File: config.mk
export PLATFORM = sky130hd
export DESIGN_NAME = sid_table_loader
export DESIGN_NICKNAME = d
export VERILOG_FILES = /design/src/rtl/sid_pkg.sv /design/src/rtl/sid_table_loader.sv
export SDC_FILE = /design/constraint.sdc
export NUM_CORES = 1
export LEC_CHECK = 0
export CAP_MARGIN = 20
export CORE_ASPECT_RATIO = 0.7
export CORE_UTILIZATION = 53
export DETAILED_ROUTE_END_ITERATION = 16
export PLACE_DENSITY = 0.85
export SYNTH_ARGS = -nofsm -noshare
export SYNTH_HDL_FRONTEND = slang
export SYNTH_SLANG_ARGS = --single-unit
File: constraint.sdc
create_clock -name clock -period 4 [get_ports clock]
set_input_delay 1 -clock clock [delete_from_list [all_inputs] [get_ports clock]]
set_output_delay 1 -clock clock [all_outputs]
set_load 0.05 [all_outputs]
File: src/rtl/sid_pkg.sv
// Shared definitions for the SID combined-waveform table path.
package sid_pkg;

   // Waveform table ids, as carried in the frame select byte
   localparam logic [1:0] TBL_PS  = 2'd0;
   localparam logic [1:0] TBL_PST = 2'd1;
   localparam logic [1:0] TBL_PT  = 2'd2;
   localparam logic [1:0] TBL_ST  = 2'd3;

   // Frame start byte
   localparam logic [7:0] MAGIC_DEFAULT = 8'hA5;

   typedef enum logic [2:0] {
      IDLE,
      SEL,
      DATA,
      CHECK,
      DONE
   } loader_state_t;

endpackage

File: src/rtl/sid_table_loader.sv
// Writer side of the SID combined-waveform tables: parses a framed byte
// stream, writes one table through a registered RAM write port, checks an
// 8-bit additive checksum and keeps a per-table valid mask.
module sid_table_loader
   import sid_pkg::*;
#(
   parameter int unsigned ADDR_BITS  = 12,
   parameter logic [7:0]  MAGIC      = MAGIC_DEFAULT,
   parameter int unsigned TABLE_BITS = 2
) (
   input  logic                         clock,
   input  logic                         reset,
   input  logic                         in_valid,
   input  logic [7:0]                   in_data,
   output logic                         in_ready,
   input  logic                         abort,
   output logic                         wr_en,
   output logic [TABLE_BITS-1:0]        wr_table,
   output logic [ADDR_BITS-1:0]         wr_addr,
   output logic [7:0]                   wr_data,
   output logic                         busy,
   output logic                         done,
   output logic                         error,
   output logic [(1<<TABLE_BITS)-1:0]   valid_mask
);

   loader_state_t         state;
   logic [TABLE_BITS-1:0] table_id;
   logic [ADDR_BITS-1:0]  count;
   logic [7:0]            sum;
   logic                  xfer;

   // abort wins over a same-cycle byte, so that byte never counts as a transfer
   assign xfer = in_valid & in_ready & ~abort;

   // Frame FSM with the write port and all status outputs registered here
   always_ff @(posedge clock) begin
      if (reset) begin
         state      <= IDLE;
         table_id   <= '0;
         count      <= '0;
         sum        <= '0;
         in_ready   <= 1'b0;
         wr_en      <= 1'b0;
         wr_table   <= '0;
         wr_addr    <= '0;
         wr_data    <= '0;
         busy       <= 1'b0;
         done       <= 1'b0;
         error      <= 1'b0;
         valid_mask <= '0;
      end else begin
         wr_en    <= 1'b0;
         done     <= 1'b0;
         in_ready <= 1'b1;
         if (abort && (state == SEL || state == DATA || state == CHECK)) begin
            // Mask bit for the table was already cleared on entry to DATA
            error <= 1'b1;
            busy  <= 1'b0;
            state <= IDLE;
         end else begin
            case (state)
               IDLE: begin
                  if (xfer && in_data == MAGIC) begin
                     error <= 1'b0;
                     busy  <= 1'b1;
                     state <= SEL;
                  end
               end
               SEL: begin
                  if (xfer) begin
                     if ((in_data >> TABLE_BITS) != 8'd0) begin
                        error <= 1'b1;
                        busy  <= 1'b0;
                        state <= IDLE;
                     end else begin
                        table_id                          <= in_data[TABLE_BITS-1:0];
                        valid_mask[in_data[TABLE_BITS-1:0]] <= 1'b0;
                        sum                               <= '0;
                        count                             <= '0;
                        state                             <= DATA;
                     end
                  end
               end
               DATA: begin
                  if (xfer) begin
                     wr_en    <= 1'b1;
                     wr_table <= table_id;
                     wr_addr  <= count;
                     wr_data  <= in_data;
                     count    <= count + 1'b1;
                     sum      <= sum + in_data;
                     // Last entry: the counter wraps back to 0 on this byte
                     if (count == '1) begin
                        state <= CHECK;
                     end
                  end
               end
               CHECK: begin
                  if (xfer) begin
                     if (in_data == sum) begin
                        valid_mask[table_id] <= 1'b1;
                        done                 <= 1'b1;
                     end else begin
                        error <= 1'b1;
                     end
                     busy     <= 1'b0;
                     in_ready <= 1'b0;
                     state    <= DONE;
                  end
               end
               DONE: begin
                  state <= IDLE;
               end
               default: begin
                  busy  <= 1'b0;
                  state <= IDLE;
               end
            endcase
         end
      end
   end

endmodule
==> flow_summary.json <==
{
  "worstHoldStart": "wr_addr[3]",
  "critPathMaxFanout": 5,
  "yosys.area_share.adder_pct": 4.55,
  "r2r_setup_slack_ps": 1430,
  "cp_slowest_cell": "or4_4",
  "track_usage_pct": 25.3,
  "r2r-end": "valid_mask[2]",
  "timing.final.crit_share_pct": 85.8,
  "skew_ps": 11.3,
  "dr.pass1.iters": 5,
  "place.gp.congestion": 0.846,
  "synth.area.mux_share_pct": 1.52,
  "avgSynthCellArea_um2": 8.40,
  "syn_area_um2": 2640,
  "diodes": 0,
  "wirelength_mm": 6.31,
  "clock_latency_ps": 310,
  "drive_above_1_share_pct": 9.22,
  "p_leak_uw": 0.00113,
  "vias": 2447,
  "grt-ovfl-total": 0,
  "hold_depth": 2,
  "ys_seq_elements": 56,
  "hpwl_mm": 4.56,
  "yosysMostFrequentCell": "nand2_1",
  "relSlewSlack_pct": 58.9,
  "synth_top_area_share_pct": 42.5,
  "syn_inst": 314,
  "outcome": "finished clean",
  "htreeDepth": 2,
  "final.setup.tns_ps": 0,
  "synthTopCellsByCount": "60 x nand2_1, 56 x dfxtp_1, 31 x a21oi_1",
  "worst_slew_pin_slew_ps": 615,
  "slew_violations": 0,
  "syn-num-nets": 335,
  "fp-row-count": 21,
  "postRouteAntennaNets": 0,
  "synth_warnings": 0,
  "initial_core_util_pct": 55.2,
  "pin_count": 43,
  "cts_hold_buf": 0,
  "cts_made_buffers": 5,
  "clkTransAtPathRegs_ps": 100,
  "cap_violations": 0,
  "cts_sinks": 56,
  "critPathMaxStageDelay_ps": 550,
  "synth_compound_area_share_pct": 16.9,
  "fmax_mhz": 291,
  "port_buffers": 42,
  "drc": 0,
  "final_nets": 378,
  "crit_type": "input port to flip-flop",
  "hold_end": "wr_addr[3]",
  "die-width_um": 86.3,
  "hold_viol": 0,
  "syn2layout_area_growth_pct": 22.1,
  "cts_resized": 0,
  "drt-initial-drc-count": 191,
  "period_needed_ps": 3430,
  "crit_path_cell_trace": "clkdlybuf4s50_1 -> ha_1 -> or4_4 -> nor4_4 -> a21oi_2 -> or4_4 -> a221oi_2",
  "synth_top_area_cell": "dfxtp_1",
  "grt_max_degree": 27,
  "synth_top_flop_cell": "dfxtp_1",
  "synth_top_family_by_area": "simple AND/OR/NAND/NOR gates",
  "synth-seq-area-share_pct": 42.5,
  "wl_per_cell_um": 14.8,
  "required_ps": 4230,
  "finalSetupViolations": 0,
  "avgViaCountPerCell": 5.73,
  "endpoint_kind": "flip-flop",
  "powerDensity_nw_per_um2": 286,
  "rr_startpoint": "sum[1]",
  "cts_root_buffer": "clkbuf_8",
  "clockBufferDepth": 2,
  "grt_pass1_vias": 2081,
  "reg2reg_depth": 6,
  "synth-xor-area-share_pct": 3.98,
  "cp_common_cell": "or4_4",
  "coreArea_um2": 4780,
  "critPathArrivalTime_ps": 3670,
  "synth.distinct_cells": 54,
  "tritoncts": "done",
  "ys_top_cells_by_area": "dfxtp_1 43%, nand2_1 8.5%, a21oi_1 5.9%, ha_1 3.8%, nor2_1 3.7%",
  "synth-edff-count": 0,
  "die_area_um2": 5270,
  "synthSimpleGateAreaFrac_pct": 26.0,
  "cts_setup_buffers": 0,
  "postSynth.asyncResetShare_pct": 0,
  "die_h_um": 61.0,
  "start_kind": "input port",
  "grt_antenna_before_repair": 0,
  "rsz0062_at_grt": "false",
  "grt_pass1_wl_mm": 10.2,
  "fin_util_pct": 67.3,
  "peakVddDrop_mv": 0.183,
  "hold_path.class": "flip-flop to flip-flop"
}
registers in the layout, summed over array words and instances (netlist names):
register and cells:
busy 1, count 12, done 1, error 1, in_ready 1, state 3
sum 8, table_id 2, valid_mask 4, wr_addr 12, wr_data 8, wr_en 1
wr_table 2
per-layer routing:
metal,part of all wire (%),vias to the layer above,global-route usage (%)
met3,7.4,10,6.17
li1,-,1186,-
met2,42,105,37.9
met1,50,1146,36.6
met5,0,-,0
met4,1.2,0,7.14
per-stage QoR:
stage	std cells	hold WS, ps	total power (uW)	area [um2]	setup slack (ps)
finish	427	460	920	3220	567
global route	427	482	951	3220	490
CTS	427	460	920	3220	580
detailed placement	419	447	627	3130	254
global placement	419	443	625	3130	339
floorplan	314	453	599	2640	902
worst max path at each step:
stage                          start       endpoint  slack [ps]  depth (start not counted)
after floorplan           in_data[3]  valid_mask[2]         900                          6
after global placement    in_data[3]  valid_mask[2]         340                          7
after detailed placement  in_data[3]  valid_mask[2]         250                          7
after CTS                 in_data[3]  valid_mask[2]         580                          7
after global routing      in_data[3]  valid_mask[2]         490                          7
final                     in_data[3]  valid_mask[2]         570                          7
power by group:
group / switching [uW] / internal [uW] / total, uW
Clock: 180 / 126 / 305
Sequential: 0.302 / 558 / 558
Combinational: 33.8 / 23.0 / 56.8
Total: 214 / 706 / 920
cell families after synthesis:
| kind of cell | count (synthesis) |
|---|---|
| compound gates | 69 |
| fa+ha+maj | 9 |
| mux | 4 |
| buf+inv | 25 |
| flops | 56 |
| simple gates | 139 |
| xor+xnor | 12 |
layout by cell type (no fill, tap or decap), types with 2 or more instances in the layout:
cell | Yosys | layout
nand4_1 | 4 | 4
and3b_1 | 2 | 2
nor4_1 | 4 | 4
xor2_1 | 4 | 4
inv_1 | 9 | 9
clkbuf_1 | 10 | 2
and3_1 | 2 | 2
or4_4 | 2 | 2
clkbuf_8 | 1 | 5
dfxtp_1 | 56 | 56
a21oi_1 | 31 | 31
clkdlybuf4s50_1 | 0 | 42
and2_2 | 2 | 2
or3_1 | 4 | 4
mux2i_1 | 4 | 4
o31ai_1 | 3 | 3
nand3_1 | 10 | 10
or2_2 | 3 | 3
a31oi_1 | 6 | 6
a22oi_1 | 6 | 6
a31o_2 | 3 | 3
nor2_1 | 26 | 26
o21ai_0 | 6 | 6
nor3_1 | 9 | 9
buf_4 | 1 | 10
xnor2_1 | 8 | 8
and2b_2 | 2 | 2
ha_1 | 8 | 8
nand2_1 | 60 | 60
cell type report:
class | count | area (um2)
clock buffer | 7 | 76.3
clock inverter | 1 | 8.76
timing repair buffer | 52 | 495
tap | 69 | 86.3
inverter | 9 | 33.8
multi-input combinational | 233 | 1400
sequential | 56 | 1120
fill | 396 | 1560
critical path: cells and delay by family:
| kind | cells | cell delay (ps) |
|---|---|---|
| adder cells (fa/ha/maj) | 1 | 390 |
| AND/OR/NAND/NOR | 3 | 1450 |
| buffers and inverters | 1 | 460 |
| AO/OA/AOI/OAI | 2 | 360 |
Note: power is estimated with default switching activity, not from simulation.
